**config.mk**
```make
export PLATFORM = sky130hd
export DESIGN_NAME = mem_dump_engine
export DESIGN_NICKNAME = d
export VERILOG_FILES = /design/src/rtl/mem_dump_pkg.sv /design/src/rtl/mem_dump_engine_sync_fifo.sv /design/src/rtl/mem_dump_engine.sv
export SDC_FILE = /design/constraint.sdc
export NUM_CORES = 1
export LEC_CHECK = 0
export ABC_AREA = 1
export BUFFER_PORTS_ARGS = -buffer_cell sky130_fd_sc_hd__buf_2
export CORE_ASPECT_RATIO = 0.75
export CORE_MARGIN = 4
export CORE_UTILIZATION = 25
export DETAILED_ROUTE_END_ITERATION = 10
export SYNTH_ARGS = -nofsm -noshare
export SYNTH_HDL_FRONTEND = slang
export SYNTH_SLANG_ARGS = --single-unit
```
**constraint.sdc**
```tcl
create_clock -name clock -period 6.1 [get_ports clock]
set_input_delay 0.305 -clock clock [delete_from_list [all_inputs] [get_ports clock]]
set_output_delay 0.305 -clock clock [all_outputs]
set_load 0.005 [all_outputs]
```
**src/rtl/mem_dump_pkg.sv**
```systemverilog
// Shared types and constants for the memory dump engine.
package mem_dump_pkg;

  typedef enum logic [1:0] {
    IDLE,
    READ,
    DRAIN,
    DONE
  } dump_state_t;

  localparam int WORD_BYTES = 4;

endpackage

```
**src/rtl/mem_dump_engine_sync_fifo.sv**
```systemverilog
// Show-ahead synchronous FIFO: pop_data always presents the head entry.
module sync_fifo #(
  parameter int WIDTH = 8,
  parameter int DEPTH = 4
) (
  input  logic                       clock,
  input  logic                       reset,
  input  logic                       push,
  input  logic [WIDTH-1:0]           push_data,
  input  logic                       pop,
  output logic [WIDTH-1:0]           pop_data,
  output logic                       full,
  output logic                       empty,
  output logic [$clog2(DEPTH):0]     count
);

  localparam int AW = $clog2(DEPTH);

  logic [WIDTH-1:0] mem [DEPTH];
  logic [AW:0]      wr_ptr;
  logic [AW:0]      rd_ptr;
  logic             do_push;
  logic             do_pop;

  // Pointers carry one extra wrap bit so full and empty are distinguishable.
  assign count    = wr_ptr - rd_ptr;
  assign empty    = (count == '0);
  assign full     = (count == (AW+1)'(DEPTH));
  assign do_push  = push && !full;
  assign do_pop   = pop && !empty;
  assign pop_data = mem[rd_ptr[AW-1:0]];

  always_ff @(posedge clock) begin
    if (reset) begin
      wr_ptr <= '0;
      rd_ptr <= '0;
    end else begin
      if (do_push) wr_ptr <= wr_ptr + 1'b1;
      if (do_pop)  rd_ptr <= rd_ptr + 1'b1;
    end
  end

  always_ff @(posedge clock) begin
    if (do_push) mem[wr_ptr[AW-1:0]] <= push_data;
  end

endmodule

```
**src/rtl/mem_dump_engine.sv**
```systemverilog
// Streams a contiguous block of memory words out over valid/ready,
// issuing reads only when the output buffer is guaranteed to have room.
module mem_dump_engine
  import mem_dump_pkg::*;
#(
  parameter int DATA_W     = 32,
  parameter int CNT_W      = 16,
  parameter int FIFO_DEPTH = 4
) (
  input  logic              clock,
  input  logic              reset,
  input  logic              start,
  input  logic [31:0]       base_addr,
  input  logic [CNT_W-1:0]  word_count,
  output logic              busy,
  output logic              done,
  output logic [31:0]       ex_addr,
  input  logic [DATA_W-1:0] ex_data_out,
  output logic              m_valid,
  input  logic              m_ready,
  output logic [DATA_W-1:0] m_data,
  output logic              m_last
);

  localparam int          CW        = $clog2(FIFO_DEPTH) + 1;
  localparam logic [31:0] ADDR_MASK = ~32'(WORD_BYTES - 1);

  dump_state_t      state;
  dump_state_t      state_next;
  logic [CNT_W-1:0] issue_rem;
  logic             inflight;
  logic             inflight_last;
  logic             issue;
  logic             issue_final;
  logic             credit_ok;
  logic             pop;
  logic [CW-1:0]    fifo_count;
  logic             fifo_full;
  logic             fifo_empty;
  logic [DATA_W:0]  head;

  // A pop this cycle is deliberately not counted as credit.
  assign credit_ok   = (fifo_count + CW'(inflight)) < CW'(FIFO_DEPTH);
  assign issue       = (state == READ) && credit_ok && !fifo_full && (issue_rem != '0);
  assign issue_final = issue && (issue_rem == CNT_W'(1));
  assign pop         = m_valid && m_ready;

  assign m_valid = !fifo_empty;
  assign m_data  = m_valid ? head[DATA_W-1:0] : '0;
  assign m_last  = m_valid && head[DATA_W];

  sync_fifo #(
    .WIDTH (DATA_W + 1),
    .DEPTH (FIFO_DEPTH)
  ) u_fifo (
    .clock     (clock),
    .reset     (reset),
    .push      (inflight),
    .push_data ({inflight_last, ex_data_out}),
    .pop       (pop),
    .pop_data  (head),
    .full      (fifo_full),
    .empty     (fifo_empty),
    .count     (fifo_count)
  );

  always_ff @(posedge clock) begin
    if (reset) state <= IDLE;
    else       state <= state_next;
  end

  always_comb begin
    state_next = state;
    busy       = 1'b0;
    done       = 1'b0;
    case (state)
      IDLE: begin
        if (start) state_next = (word_count == '0) ? DONE : READ;
      end
      READ: begin
        busy = 1'b1;
        if (issue_final) state_next = DRAIN;
      end
      DRAIN: begin
        busy = 1'b1;
        if (pop && m_last) state_next = DONE;
      end
      DONE: begin
        done       = 1'b1;
        state_next = IDLE;
      end
      default: state_next = IDLE;
    endcase
  end

  // ex_addr is the address being presented; it stops advancing on the final
  // read so it keeps showing the last issued address afterwards.
  always_ff @(posedge clock) begin
    if (reset) begin
      ex_addr       <= '0;
      issue_rem     <= '0;
      inflight      <= 1'b0;
      inflight_last <= 1'b0;
    end else begin
      inflight      <= issue;
      inflight_last <= issue_final;
      if ((state == IDLE) && start && (word_count != '0)) begin
        ex_addr   <= base_addr & ADDR_MASK;
        issue_rem <= word_count;
      end else if (issue) begin
        issue_rem <= issue_rem - CNT_W'(1);
        if (!issue_final) ex_addr <= ex_addr + 32'(WORD_BYTES);
      end
    end
  end

endmodule

```
Yosys cells after proc, flatten, opt, wreduce, memory -nomap -nowiden
Memory sizes are Yosys's and may differ from the RTL's. A register that Yosys moved wholly into a read port is not among the register bits.
Index checks and enable logic that the tools add are counted.
{"block": "classes", "muxes": 17, "bitwise_logic": 1, "n_lt_le_gt_ge": 1, "addsub": 6, "reduce_logical": 24, "n_eq_ne": 9}
{"operator": "2-to-1 mux 32 bit", "n": 4}
{"operator": "adder 32 x 3 -> 32 bit, second input constant", "n": 1}
{"operator": "2-to-1 mux 16 bit", "n": 2}
{"operator": "nonzero test 16 bit", "n": 2}
{"operator": "== test 16 x 1 -> 1 bit, second input constant", "n": 1}
{"operator": "logical NOT 16 bit", "n": 1}
{"operator": "subtractor 16 x 1 -> 16 bit, second input constant", "n": 1}
{"operator": "2-to-1 mux 2 bit", "n": 6}
{"operator": "logical AND 1 bit", "n": 11}
{"operator": "case mux 2 bit (4 select lines)", "n": 1}
{"operator": "adder 3 x 1 -> 3 bit, second input constant", "n": 2}
{"operator": "inequality test 2 bit, second input constant", "n": 3}
{"operator": "== test 2 bit, second input constant", "n": 2}
{"operator": "2-to-1 mux 1 bit", "n": 4}
{"operator": "AND reduction 2 bit", "n": 2}
{"operator": "OR reduction 2 bit", "n": 2}
{"operator": "adder 3 x 1 -> 3 bit", "n": 1}
{"operator": "== test 3 bit, second input constant", "n": 1}
{"operator": "logical NOT 3 bit", "n": 1}
{"operator": "less-than comparator 3 bit, second input constant", "n": 1}
{"operator": "AND reduction 3 bit", "n": 1}
{"operator": "subtractor 3 bit", "n": 1}
{"operator": "== test 2 x 1 -> 1 bit, second input constant", "n": 1}
{"operator": "logical NOT 1 bit", "n": 2}
{"operator": "other kinds (4)", "n": 4}
{"block": "totals", "n_memories": 1, "out_inout_bits": 68, "ramBits": 132, "in_bits": 84, "register_bits": 58}
{"memory": "u_fifo.mem", "depth": 4, "width": 33, "read_ports": 1, "rd_clocked_by_memory_dff": 1, "write_ports": 1, "line_no": "mem_dump_engine_sync_fifo.sv:19", "source": "logic [WIDTH-1:0] mem [DEPTH];"}

Logic depth before layout (Yosys ltp)
Gate-level depths: netlist of run 1.
{"block": "depth", "ltp_word": 10, "mapped_depth": 15, "mapped_depth_nobuf": 15}

Hierarchy
Synthesis of run 1 repeated with hierarchy kept, for this count alone.
{"block": "unflattened", "cells_unflattened": 1100, "area_unflattened_um2": 9444.1}
{"mod": "sync_fifo", "n_inst": 1, "cells_each": 399, "area_per_inst_um2": 5395.2, "seq_area_each_um2": 4124.0}
{"mod": "mem_dump_engine", "n_inst": 1, "cells_each": 701, "area_per_inst_um2": 4048.9, "seq_area_each_um2": 1001.0}

Worst setup path after synthesis of run 1
OpenSTA, ideal clock, no wires.
{"block": "synth_path", "path_kind": "reg-to-reg", "start": "register u_fifo.wr_ptr[0]", "end": "memory u_fifo.mem[3][0] (netlist name), enable pin", "stages_incl_launch_ff": 11, "setup_slack_ns": 2.805, "setup_ns": 0.424, "t_arrival_ns": 2.871, "cell_sequence": "dfxtp_1 > inv_1 > ha_1 > fa_1 > inv_1 > nand2_1 > nand2_1 > nand2_1 > nand2_1 > o21ai_2 > nor2_1"}
{"block": "synth_via", "elab_chain_cells": 6}
{"element": "start: declaration", "line_no": "mem_dump_engine_sync_fifo.sv:20", "source": "logic [AW:0] wr_ptr;"}
{"element": "start signal: assignment", "line_no": "mem_dump_engine_sync_fifo.sv:38", "source": "if (do_push) wr_ptr <= wr_ptr + 1'b1;"}
{"element": "subtractor 3 bit", "line_no": "mem_dump_engine_sync_fifo.sv:26", "source": "assign count = wr_ptr - rd_ptr;"}
{"element": "== test 3 bit", "line_no": "mem_dump_engine_sync_fifo.sv:28", "source": "assign full = (count == (AW+1)'(DEPTH));"}
{"element": "logical NOT 1 bit", "line_no": "mem_dump_engine_sync_fifo.sv:29", "source": "assign do_push = push && !full;"}
{"element": "logical AND 1 bit", "line_no": "mem_dump_engine_sync_fifo.sv:29"}
{"element": "2-to-1 mux 1 bit", "line_no": "mem_dump_engine_sync_fifo.sv:44", "source": "if (do_push) mem[wr_ptr[AW-1:0]] <= push_data;"}
{"element": "2-to-1 mux 1 bit (not written as such)", "line_no": "mem_dump_engine_sync_fifo.sv:44"}
{"element": "end: declaration", "line_no": "mem_dump_engine_sync_fifo.sv:19"}
Several ways; a longest one is shown, not always the timed one.

Final worst setup path of run 1
{"block": "layout_path", "start": "register u_fifo.wr_ptr[0]", "end": "output port m_data[2]"}
{"block": "layout_via", "elab_chain_cells": 3}
{"element": "subtractor 3 bit", "line_no": "mem_dump_engine_sync_fifo.sv:26"}
{"element": "logical NOT 3 bit", "line_no": "mem_dump_engine_sync_fifo.sv:27", "source": "assign empty = (count == '0);"}
{"element": "2-to-1 mux 32 bit", "line_no": "mem_dump_engine.sv:49", "source": "assign m_data = m_valid ? head[DATA_W-1:0] : '0;"}
{"element": "end: declaration", "line_no": "mem_dump_engine.sv:21", "source": "output logic [DATA_W-1:0] m_data,"}
No other way between the ends.

==> impl_results.md, run 1 <==
* Max-Cap Viols at 0
* Number of synthesized register bits at 190
* Slowest CP cell: sky130_fd_sc_hd__nand3b_2
* Leading post-synthesis cells by cell area: sky130_fd_sc_hd__edfxtp_1, sky130_fd_sc_hd__dfxtp_1, sky130_fd_sc_hd__nand2_1
* Post-detail-place hpwl at around 16000 um
* Cell Int Power at 0.002928 W
* Count of flip-flops with a built-in enable after synthesis at 132
* Most frequently used flop master after synthesis: sky130_fd_sc_hd__edfxtp_1
* GRT overflow at 0
* Finished Layout Cells at 1695
* Cell type with the highest aggregate area in the netlist: sky130_fd_sc_hd__edfxtp_1
* DRC violations left at 0
* GRT Resource Usage Total at between 10% and 20%
* Fraction of the yosys area taken by sequential cells at between 50 and 60%
* Row count at 60
* Clock sinks at 190
* End point of the critical path: m_data[2]
* CP startpoint kind: flip-flop
* CTS H-Tree Depth at 4
* Achievable Freq at 288.0 MHz
* Largest delay share family, worst path: simple AND/OR/NAND/NOR gates
* Hold WC Path Type: input pin to flip-flop
* Layout area overhead at 18.54%
* Final number of setup-violating endpoints at 0
* Antenna Nets Post-Route at 0
* Max VDD drop at 0.1953 mV
* Maximum fanout encountered on the critical timing path at 36
* Setup TNS Final at 0 ps
* Post-CTS Hold Fix Bufs at 0
* Clock network fraction of total power at 20.3%
* Final hold violation count at 0
* Required time reported for the critical path endpoint at 5790 ps
* Net load switching power at 0.002224 W
* Series of cell instances along the critical path: inv_1 > ha_1 > fa_1 > nand2_1 > nand3b_2 > nand2_1 > inv_1 > buf_2
* Fraction of synthesis flops using an asynchronous set or reset pin at 0%
* GPL Wtd Cong at 0.8690
* Power density over the cells at 468.1 nW/um^2
* Cell count after synthesis at 1061
* Initial antenna violation count at 1
* Number of placed instances, taps included at 1664
* Leak at 4.479 nW
* Initial standard-cell utilization of the core at 25.61%
* Run status: finished clean
* Core Region at 36260 sq um
* Initial DRC Count at about 460
* Post-Syn Area per Cell at between 8 and 9 sq um
* Final Total Pwr at 0.005152 W
* Final Max Slew Viols at 0
* Hold WS at approximately 76 ps
* TritonCTS clock tree: built
* Number of buffers and inverters on the critical path at 3
* Die Y-Extent at 174.9 um
* Worst r2r src: u_fifo.wr_ptr[0]
* Critical path endpoint category: primary output
* Startpoint of the worst hold path: ex_data_out[10]
* Clock Tree Buf Depth at 2
* Die Outline Area at 40320 sq um
* Post-CTS setup buffers at 0
* Worst skew pair latency at roughly 440 ps
* Clock root buffer: sky130_fd_sc_hd__clkbuf_16
* Buffers added on ports at about 150
* Share of the clock period used by the worst path after layout at 56.92%
* Chip width at 230.5 um
* Critical R2R Capture: ex_addr[27]
* WP depth at 8
* Slew Limit Headroom at between 20% and 30%
* CTS Buf Count at 17
* Largest net degree at the start of global routing at 68
* Register-to-Register Path Depth at 13
* Total iterations of the first detailed-routing run at 5
* Worst setup path startpoint: u_fifo.wr_ptr[0]
* Data arrival time of the critical path at 3170 ps
* Number of different library cells in the post-synthesis netlist at 43
* Fraction of final layout cells sized beyond drive strength 1 at 18.85%
* CP max stage delay at 860 ps
* First-pass GRT wire length at 39680 um
* Combinational cell fraction of total power at 45.7%
* Drt total wl at around 24000 um
* Yosys warns at 0
* Netlist area before placement at 9285 sq um
* # resized after CTS at 0
* Post-layout nets at 1287
* Setup repair after global routing missed its margin: false
* Worst R2R Setup Slack at 2970 ps
* Share of Yosys cell area claimed by the top area cell type at 42.69%
* Clock Skew at 14.94 ps
* Top-count cell post-synth: sky130_fd_sc_hd__nand2_1
* Final antenna diode count at 0
* Routed wirelength normalized by instance count at about 14 um
* Post-detailed-route via-to-cell ratio at about 4.4
* Total number of vias at about 7500
* Number of global-route vias before repair at 7343
* Switching portion of total power at 43.16%
* Most frequent cells after synthesis: sky130_fd_sc_hd__nand2_1, sky130_fd_sc_hd__nor2_1, sky130_fd_sc_hd__edfxtp_1
* Part of the power in registers at 34.0%
* Worst-margin pin slew at 1125 ps
* Fill count at 3828
* Worst setup path class: flip-flop to primary output
* Minimum period implied by the final worst setup slack at 3472 ps
* Clock edge transition at the registers on the reported setup and hold paths at 70 ps
* I/O Pins at 152
==> cell families after synthesis <==
family / count (synthesis) / synth area share (%)
other: 1 / 0.04039
AND/OR/NAND/NOR: 519 / 23.74
adder cells (fa/ha/maj): 16 / 2.237
XOR/XNOR: 20 / 1.887
buffers and inverters: 134 / 6.333
AO/OA/AOI/OAI: 181 / 10.56
flip-flops: 190 / 55.19
==> layout make-up <==
cell class              count  area [sq um]  share of cell area (%)
inverters                  85         321.6                   2.921
multi-input cells         738          3606                   32.76
clock inverters            13         107.6                  0.9776
well taps                 496         620.6                   5.638
clock buffers              18         429.2                   3.899
flip-flops and latches    190          5126                   46.57
repair buffers            155         795.8                   7.230
==> worst min-delay path by stage <==
| stage | depth (start not counted) | slack [ps] | endpoint |
|---|---|---|---|
| floorplan | 0 | 400 | u_fifo.mem[0][0] |
| global placement | 1 | 490 | u_fifo.rd_ptr[0] |
| detailed placement | 1 | 490 | u_fifo.rd_ptr[0] |
| CTS | 1 | 50 | u_fifo.mem[0][10] |
| global route | 1 | 60 | u_fifo.mem[1][29] |
| finish | 1 | 80 | u_fifo.mem[0][10] |
==> state kept, by name (all words and copies together) (netlist names), named ones only <==
register       cells
u_fifo.mem       132
ex_addr           30
issue_rem         16
u_fifo.rd_ptr      3
u_fifo.wr_ptr      3
state              2
inflight           1
inflight_last      1
==> power groups by stage <==
stage	sequential, W	clock [W]	combinational [W]
after floorplan	0.00174	0	0.00163
final	0.00175	0.00105	0.00235
after detailed placement	0.00177	0	0.00238
after global placement	0.00177	0	0.00236
after CTS	0.00175	0.00108	0.00239
after global routing	0.00178	0.00114	0.00271
==> placed cells by master, fill, tap and decap left out, types with 4 or more instances in the layout <==
| cell type | Yosys | layout |
|---|---|---|
| sky130_fd_sc_hd__nor2_4 | 2 | 6 |
| sky130_fd_sc_hd__inv_1 | 82 | 82 |
| sky130_fd_sc_hd__a21oi_1 | 16 | 16 |
| sky130_fd_sc_hd__dfxtp_1 | 58 | 57 |
| sky130_fd_sc_hd__nand2_2 | 4 | 4 |
| sky130_fd_sc_hd__nor2_1 | 192 | 188 |
| sky130_fd_sc_hd__xor2_1 | 11 | 11 |
| sky130_fd_sc_hd__xnor2_1 | 9 | 9 |
| sky130_fd_sc_hd__ha_1 | 15 | 15 |
| sky130_fd_sc_hd__edfxtp_1 | 132 | 132 |
| sky130_fd_sc_hd__o22ai_1 | 32 | 32 |
| sky130_fd_sc_hd__buf_4 | 6 | 8 |
| sky130_fd_sc_hd__a31oi_1 | 10 | 10 |
| sky130_fd_sc_hd__nand4_1 | 7 | 7 |
| sky130_fd_sc_hd__clkbuf_16 | 0 | 17 |
| sky130_fd_sc_hd__nor2_2 | 7 | 7 |
| sky130_fd_sc_hd__nand3_1 | 54 | 54 |
| sky130_fd_sc_hd__buf_2 | 9 | 147 |
| sky130_fd_sc_hd__nand3_2 | 9 | 9 |
| sky130_fd_sc_hd__o21ai_0 | 108 | 108 |
| sky130_fd_sc_hd__or2_2 | 5 | 5 |
| sky130_fd_sc_hd__o21ai_1 | 9 | 9 |
| sky130_fd_sc_hd__nand3b_1 | 4 | 4 |
| sky130_fd_sc_hd__nand2_1 | 224 | 224 |
==> per-layer routing <==
layer	global-route usage [%]	wire length, um	vias up	part of all wire (%)
li1	-	-	3793	-
met5	0	14	-	0.057
met4	3.350	297	2	1.2
met1	16.39	11570	3422	47
met2	19.33	10720	225	44
met3	3.830	1863	22	7.6
==> per-stage QoR <==
step	setup slack (ps)	util (%)	instance area, sq um
global placement	2947	28.88	10470
detailed placement	2900	28.88	10470
global route	2365	30.36	11010
floorplan	2805	-	9289
CTS	2514	30.36	11010
finish	2628	30.36	11010
==> worst register-to-register path, stage by stage, from the launching register on <==
cell	delay (ps)
sky130_fd_sc_hd__dfxtp_1	360
sky130_fd_sc_hd__inv_1	110
sky130_fd_sc_hd__ha_1	210
sky130_fd_sc_hd__fa_1	420
sky130_fd_sc_hd__inv_1	110
sky130_fd_sc_hd__nand2_1	80
sky130_fd_sc_hd__nand3_1	100
sky130_fd_sc_hd__nand3_1	90
sky130_fd_sc_hd__nand2_2	110
sky130_fd_sc_hd__nand3_2	390
sky130_fd_sc_hd__nor2_2	610
sky130_fd_sc_hd__nand2_1	210
sky130_fd_sc_hd__a21oi_1	170
sky130_fd_sc_hd__nor2_1	50
(Power assumes the default switching activity.)
==> run 2: changes to the inputs <==
ABC_AREA = 0   (was 1)
clock period = 3.5 ns   (was 6.1 ns; I/O delays follow)
==> run 2 against run 1 <==
Non-clock buffer count rose by 64. Combinational power rose by 30%. Sequential power rose by 73%. First-iteration DRC count shrank 16%. Design area up 0.93%. Cell count is 21% lower. Sequential share of layout area shrank 0.42 points. Clock skew decreased by 5.5 ps. Via count fell by 14%. Critical path type is now flip-flop to flip-flop. Critical endpoint is now issue_rem[9]. Largest power group unchanged.
==> impl_results.md, run 2 <==
* Required time reported for the critical path endpoint at 3870 ps (was 5790 ps)
* Fraction of the yosys area taken by sequential cells at 58.49% (was 55.19%)
* Switching portion of total power at 37.06% (was 43.16%)
* Antenna Nets Post-Route at 0 (unchanged)
* Cell type with the highest aggregate area in the netlist: sky130_fd_sc_hd__edfxtp_1 (unchanged)
* Post-CTS Hold Fix Bufs at 48 (was 0)
* Most frequent cells after synthesis: sky130_fd_sc_hd__edfxtp_1, sky130_fd_sc_hd__dfxtp_1, sky130_fd_sc_hd__nand3_1 (was sky130_fd_sc_hd__nand2_1, sky130_fd_sc_hd__nor2_1, sky130_fd_sc_hd__edfxtp_1)
* Clock network fraction of total power at 23.8% (was 20.3%)
* Combinational cell fraction of total power at 38.3% (was 45.7%)
* Fraction of synthesis flops using an asynchronous set or reset pin at 0% (unchanged)
* Clock edge transition at the registers on the reported setup and hold paths at 80 ps (was 70 ps)
* Final Max Slew Viols at 0 (unchanged)
* Run status: finished clean (unchanged)
* Final number of setup-violating endpoints at 0 (unchanged)
* Util after Layout at 32.09% (was 30.36%)
* Post-Syn Area per Cell at 12.81 sq um (was 8.751 sq um)
* Layout area overhead at 26.79% (was 18.54%)
* Setup TNS Final at 0 ps (unchanged)
* CTS H-Tree Depth at 4 (unchanged)
* Largest net degree at the start of global routing at 56 (was 68)
* Achievable Freq at 312.8 MHz
* Post-layout nets at 973 (was 1287)
* Leading cell type in the layout, fill and taps excluded: sky130_fd_sc_hd__buf_2 (was sky130_fd_sc_hd__nand2_1)
* Commonest cells after routing, fill and taps aside: sky130_fd_sc_hd__buf_2, sky130_fd_sc_hd__edfxtp_1, sky130_fd_sc_hd__dfxtp_1, sky130_fd_sc_hd__dlygate4sd3_1, sky130_fd_sc_hd__nand3_1 (was sky130_fd_sc_hd__nand2_1, sky130_fd_sc_hd__nor2_1, sky130_fd_sc_hd__buf_2, sky130_fd_sc_hd__edfxtp_1, sky130_fd_sc_hd__o21ai_0)
* Max reg flops at 132 (unchanged)
* Initial standard-cell utilization of the core at 25.31% (was 25.61%)
* Minimum period implied by the final worst setup slack at 3197 ps
* Post-detail-place hpwl at 15780 um (was 15990 um)
* Power density over the cells at 717.2 nW/um^2 (was 468.1 nW/um^2)
* Share of the clock period used by the worst path after layout at 91.35%
* Critical path endpoint category: flip-flop (was primary output)
* Clock Tree Buf Depth at 2 (unchanged)
* Max VDD drop at 0.4231 mV (was 0.1953 mV)
* Clock Skew at 9.477 ps (was 14.94 ps)
* Chip width at 224.2 um (was 230.5 um)
* Maximum fanout encountered on the critical timing path at 13 (was 36)
* Most frequently used flop master after synthesis: sky130_fd_sc_hd__edfxtp_1 (unchanged)
* Cell count after synthesis at 684 (was 1061)
* Leak at 3.898 nW (was 4.479 nW)
* # resized after CTS at 0 (unchanged)
* CTS Buf Count at 17 (unchanged)
* Slew Limit Headroom at 37.39% (was 24.89%)
* I/O Pins at 152 (unchanged)
* Final hold violation count at 0 (unchanged)
* Total iterations of the first detailed-routing run at 5 (unchanged)
* CP startpoint kind: flip-flop (unchanged)
* First-pass GRT wire length at 36500 um (was 39680 um)
* Clock sinks at 190 (unchanged)
* Worst setup path class: flip-flop to flip-flop (was flip-flop to primary output)
* Post-detailed-route via-to-cell ratio at 4.793 (was 4.404)
* Leading post-synthesis cells by cell area: sky130_fd_sc_hd__edfxtp_1, sky130_fd_sc_hd__dfxtp_1, sky130_fd_sc_hd__mux4_2 (was sky130_fd_sc_hd__edfxtp_1, sky130_fd_sc_hd__dfxtp_1, sky130_fd_sc_hd__nand2_1)
* Number of synthesized register bits at 190 (unchanged)
* Number of different library cells in the post-synthesis netlist at 64 (was 43)
* Hold WS at 41.80 ps (was 75.70 ps)
* Count of flip-flops with a built-in enable after synthesis at 132 (unchanged)
* Fraction of final layout cells sized beyond drive strength 1 at 29.80% (was 18.85%)
* Drt total wl at 23370 um (was 24460 um)
* Die Y-Extent at 170.1 um (was 174.9 um)
* Worst-margin pin slew at 939.2 ps (was 1125 ps)
* GRT Resource Usage Total at 12.34% (was 12.28%)
* GPL Wtd Cong at 0.7896 (was 0.8690)
* Post-CTS setup buffers at 0 (unchanged)
* Clock root buffer: sky130_fd_sc_hd__clkbuf_16 (unchanged)
* Worst skew pair latency at 450 ps (was 440 ps)
* Number of global-route vias before repair at 6292 (was 7343)
* Initial antenna violation count at 0 (was 1)
* Hold WC Path Type: input pin to flip-flop (unchanged)
* Cell Int Power at 0.005015 W (was 0.002928 W)
* Top-count cell post-synth: sky130_fd_sc_hd__edfxtp_1 (was sky130_fd_sc_hd__nand2_1)
* Share of Yosys cell area claimed by the top area cell type at 45.24% (was 42.69%)
* Routed wirelength normalized by instance count at 17.40 um (was 14.43 um)
* GRT overflow at 0 (unchanged)
* Final antenna diode count at 0 (unchanged)
* Core Region at 34620 sq um (was 36260 sq um)
* Row count at 59 (was 60)
* Setup repair after global routing missed its margin: false (unchanged)
* Yosys warns at 0 (unchanged)
* Max-Cap Viols at 0 (unchanged)
* TritonCTS clock tree: built (unchanged)
* Part of the power in registers at 37.9% (was 34.0%)
* Die Outline Area at 38140 sq um (was 40320 sq um)
* Total number of vias at 6437 (was 7464)
* Net load switching power at 0.002953 W (was 0.002224 W)
* DRC violations left at 0 (unchanged)
* Buffers added on ports at 147 (unchanged)
* Data arrival time of the critical path at 3570 ps (was 3170 ps)
* Initial DRC Count at 387 (was 463)
* Netlist area before placement at 8762 sq um (was 9285 sq um)
## run 2: cell types whose count changed after synthesis, moves of 11 or more
cell,before,now
sky130_fd_sc_hd__a21oi_1,16,4
sky130_fd_sc_hd__a31oi_1,10,31
sky130_fd_sc_hd__and2_1,1,40
sky130_fd_sc_hd__inv_1,82,17
sky130_fd_sc_hd__mux4_2,0,33
sky130_fd_sc_hd__nand2_1,224,25
sky130_fd_sc_hd__nand4_1,7,31
sky130_fd_sc_hd__nor2_1,192,23
sky130_fd_sc_hd__nor3_1,3,23
sky130_fd_sc_hd__o21ai_0,108,35
sky130_fd_sc_hd__o22ai_1,32,0
sky130_fd_sc_hd__o31ai_1,0,11
## run 2: critical path: stages, from the launching register on
cell and delay [ps]:
sky130_fd_sc_hd__dfxtp_1 410, sky130_fd_sc_hd__inv_1 110, sky130_fd_sc_hd__ha_1 200, sky130_fd_sc_hd__fa_1 480, sky130_fd_sc_hd__nor3b_1 350, sky130_fd_sc_hd__xnor2_1 180
sky130_fd_sc_hd__a311o_1 520, sky130_fd_sc_hd__buf_4 230, sky130_fd_sc_hd__or4b_1 460, sky130_fd_sc_hd__a31oi_1 180
## run 2: worst paths after layout
kind               startpoint            to  slack [ps]  depth (start not counted)
max          u_fifo.wr_ptr[0]  issue_rem[9]         300                          9
min                   m_ready     flip-flop          40                          3
max reg2reg  u_fifo.wr_ptr[0]  issue_rem[9]         300                          9
min reg2reg  u_fifo.rd_ptr[1]     flip-flop         520                          2
## run 2: cell type report
class                           count  area [sq um]
Sequential cell                   190          5127
Tap cell                          457         571.8
Timing Repair Buffer              219          1459
Fill cell                        3450         23510
Clock inverter                     15         137.6
Clock buffer                       17         425.4
Multi-Input combinational cell    427          3321
Inverter                           18         67.56
## run 2: power groups by stage
stage / logic (W) / clock network (W) / registers, W
5_1_grt: 0.00340 / 0.00205 / 0.00308
3_5_place_dp: 0.00305 / 0 / 0.00307
4_1_cts: 0.00310 / 0.00196 / 0.00302
3_3_place_gp: 0.00301 / 0 / 0.00307
6_report: 0.00305 / 0.00190 / 0.00302
2_1_floorplan: 0.00199 / 0 / 0.00293
## run 2: cells by family after synthesis
group / synth area share (%)
flip-flops: 58.49
AO/OA/AOI/OAI: 8.897
adder cells (fa/ha/maj): 2.370
multiplexers: 8.596
buffers and inverters: 3.813
AND/OR/NAND/NOR: 16.69
XOR/XNOR: 1.100
other: 0.04280
## run 2: routing by layer
metal / vias to the layer above / global-route usage, % / part of all wire (%) / wire length [um]
met5: - / 0 / 0 / 0
met4: 0 / 3.435 / 0.88 / 205
met3: 12 / 3.535 / 6.7 / 1566
met2: 210 / 19.26 / 46 / 10640
met1: 3143 / 16.92 / 47 / 10960
li1: 3072 / - / - / -
## run 2: stage by stage
stage | total power [W] | cells | setup slack [ps] | instance area [sq um]
floorplan | 0.004919 | 685 | 675.9 | 8766
global placement | 0.006080 | 1263 | 376.1 | 10070
detailed placement | 0.006125 | 1263 | 361.4 | 10070
CTS | 0.008083 | 1343 | 335.1 | 11110
global route | 0.008520 | 1343 | 112.5 | 11110
finish | 0.007968 | 1343 | 302.6 | 11110
==> run 3: changes to the inputs <==
clock period = 2.9 ns   (was 3.5 ns; I/O delays follow)
==> run 3 against run 2 <==
Design area rose by 3.0%. Clock power grew 30%. Flip-flop and latch count unchanged. Combinational power is 30% higher. Die area unchanged. Critical path type unchanged. Largest cell class unchanged.
==> impl_results.md, run 3 (same netlist as run 2, synthesis figures left out) <==
* Max reg flops at 132 (unchanged)
* Total iterations of the first detailed-routing run at 7 (was 5)
* Core Region at 34620 sq um (unchanged)
* Run status: finished clean (unchanged)
* DRC violations left at 0 (unchanged)
* Largest net degree at the start of global routing at 64 (was 56)
* Fraction of final layout cells sized beyond drive strength 1 at 31.17% (was 29.80%)
* I/O Pins at 152 (unchanged)
* Worst path setup slack after routing at 132.8 ps (was 302.6 ps)
* Data arrival time of the critical path at 3150 ps (was 3570 ps)
* Achievable Freq at 361.4 MHz (was 312.8 MHz)
* Die Y-Extent at 170.1 um (unchanged)
* CP max stage delay at 610 ps (was 520 ps)
* Post-detailed-route via-to-cell ratio at 4.772 (was 4.793)
* Final Max Slew Viols at 0 (unchanged)
* Layout area overhead at 30.53% (was 26.79%)
* GPL Wtd Cong at 0.7667 (was 0.7896)
* Leak at 4.054 nW (was 3.898 nW)
* Die Outline Area at 38140 sq um (unchanged)
* Power density over the cells at 881.2 nW/um^2 (was 717.2 nW/um^2)
* GRT overflow at 0 (unchanged)
* Clock Tree Buf Depth at 2 (unchanged)
* Worst skew pair latency at 450 ps (about the same)
* Row count at 59 (unchanged)
* Number of global-route vias before repair at 6475 (was 6292)
* Max VDD drop at 0.5045 mV (was 0.4231 mV)
* TritonCTS clock tree: built (unchanged)
* Finished Layout Cells at 1368 (was 1343)
* Total number of vias at 6528 (was 6437)
* Slowest CP cell: sky130_fd_sc_hd__or4_2 (was sky130_fd_sc_hd__a311o_1)
* First-pass GRT wire length at 36800 um (was 36500 um)
* Initial standard-cell utilization of the core at 25.31% (unchanged)
* Buffers added on ports at 147 (unchanged)
* Leading cell type in the layout, fill and taps excluded: sky130_fd_sc_hd__buf_2 (unchanged)
* Worst-margin pin slew at 743.8 ps (was 939.2 ps)
* Series of cell instances along the critical path: inv_1 > ha_1 > fa_2 > nor3b_2 > buf_4 > xor2_4 > o311ai_4 > buf_4 > or4_2 > a31oi_1 (was inv_1 > ha_1 > fa_1 > nor3b_1 > xnor2_1 > a311o_1 > buf_4 > or4b_1 > a31oi_1)
* Clock root buffer: sky130_fd_sc_hd__clkbuf_16 (unchanged)
* Critical path endpoint category: flip-flop (unchanged)
* Final hold violation count at 0 (unchanged)
* Final number of setup-violating endpoints at 0 (unchanged)
* Commonest cells after routing, fill and taps aside: sky130_fd_sc_hd__buf_2, sky130_fd_sc_hd__edfxtp_1, sky130_fd_sc_hd__dlygate4sd3_1, sky130_fd_sc_hd__dfxtp_1, sky130_fd_sc_hd__nand3_1 (was sky130_fd_sc_hd__buf_2, sky130_fd_sc_hd__edfxtp_1, sky130_fd_sc_hd__dfxtp_1, sky130_fd_sc_hd__dlygate4sd3_1, sky130_fd_sc_hd__nand3_1)
* Post-layout nets at 998 (was 973)
* Final antenna diode count at 0 (unchanged)
* Initial DRC Count at 458 (was 387)
* CP startpoint kind: flip-flop (unchanged)
* Maximum fanout encountered on the critical timing path at 8 (was 13)
* Worst slack, placed at 3.366 ps (was 361.4 ps)
* Share of the clock period used by the worst path after layout at 95.42% (was 91.35%)
* CTS Buf Count at 17 (unchanged)
* Worst setup path class: flip-flop to flip-flop (unchanged)
* Fill count at 3438 (was 3450)
* Number of placed instances, taps included at 1278 (was 1263)
* Clock edge transition at the registers on the reported setup and hold paths at 80 ps (about the same)
* Post-detail-place hpwl at 16270 um (was 15780 um)
* Hold WC Path Type: input pin to flip-flop (unchanged)
* Antenna Nets Post-Route at 0 (unchanged)
* Chip width at 224.2 um (unchanged)
* Drt total wl at 23690 um (was 23370 um)
* Routed wirelength normalized by instance count at 17.32 um (was 17.40 um)
* CTS H-Tree Depth at 4 (unchanged)
* Post-CTS setup buffers at 0 (unchanged)
* Minimum period implied by the final worst setup slack at 2767 ps (was 3197 ps)
* CP dominant cell by count: sky130_fd_sc_hd__buf_4
* Max-Cap Viols at 0 (unchanged)
* Required time reported for the critical path endpoint at 3280 ps (was 3870 ps)
* Clock sinks at 190 (unchanged)
* Initial antenna violation count at 0 (unchanged)
* GRT Resource Usage Total at 12.41% (was 12.34%)
* Slew Limit Headroom at 50.42% (was 37.39%)
* Clock Skew at 8.599 ps (was 9.477 ps)
[run 3: cell count changes in the layout (fill, tap and decap cells not counted), moves of 2 or more]
cell                            delta
sky130_fd_sc_hd__inv_8             +2
sky130_fd_sc_hd__clkinv_8          +2
sky130_fd_sc_hd__clkinv_1          -2
sky130_fd_sc_hd__dlygate4sd3_1    +10
sky130_fd_sc_hd__inv_6             -6
sky130_fd_sc_hd__buf_4            +14
sky130_fd_sc_hd__inv_12            +2
[run 3: repair_timing]
action / in CTS / in global routing
resized for setup: 1 / 4
pin swaps: 0 / 2
setup endpoints to repair: 6 / 15
hold buffers: 58 / 0
endpoints found under the hold margin: 155 / 0
gates cloned: 0 / 0
[run 3: stage by stage]
| stage | TNS, ps | hold WS [ps] | area (sq um) | power, W | util (%) |
|---|---|---|---|---|---|
| global placement | 0 | 361.6 | 10190 | 0.007550 | 29.44 |
| finish | 0 | 37.79 | 11440 | 0.01008 | 33.03 |
| floorplan | 0 | 243.9 | 8766 | 0.005937 | - |
| global route | -25.00 | 34.00 | 11440 | 0.01077 | 33.03 |
| detailed placement | 0 | 367.6 | 10190 | 0.007609 | 29.44 |
| CTS | 0 | 2.753 | 11410 | 0.01020 | 32.95 |
[run 3: path summary, 6_finish.rpt]
path,cells after the start,to,slack [ps],startpoint
setup / recovery,10,ex_addr[8],130,u_fifo.wr_ptr[0]
hold / removal,3,issue_rem[6],40,word_count[6]
setup reg to reg,10,ex_addr[8],130,u_fifo.wr_ptr[0]
hold reg to reg,2,issue_rem[11],520,issue_rem[11]
[run 3: layout make-up]
type	count	area (sq um)	area share [%]
clock buffers	17	425.4	3.720
well taps	457	571.8	4.999
clock inverters	15	203.9	1.783
inverters	18	67.56	0.5907
flip-flops and latches	190	5127	44.83
multi-input cells	427	3357	29.35
repair buffers	244	1684	14.72
[run 3: report_power, final]
group | internal, W | switching [W] | total [W]
Combinational | 0.00185 | 0.00213 | 0.00398
Sequential | 0.00325 | 0.000370 | 0.00362
Clock | 0.00127 | 0.00121 | 0.00247
Total | 0.00637 | 0.00371 | 0.0101
[run 3: critical path: cells and delay by family, from the launching register on]
kind | cells | cell delay [ps]
AND/OR/NAND/NOR | 2 | 790
adder cells (fa/ha/maj) | 2 | 650
buffers and inverters | 3 | 420
flip-flops | 1 | 330
AO/OA/AOI/OAI | 2 | 330
XOR/XNOR | 1 | 180
[run 3: layer usage]
layer	GRT usage [%]	routed length (um)	up-vias
met5	0	0	-
met2	19.15	10700	199
met1	17.16	11150	3192
li1	-	-	3120
met3	3.966	1616	17
met4	2.902	218	0
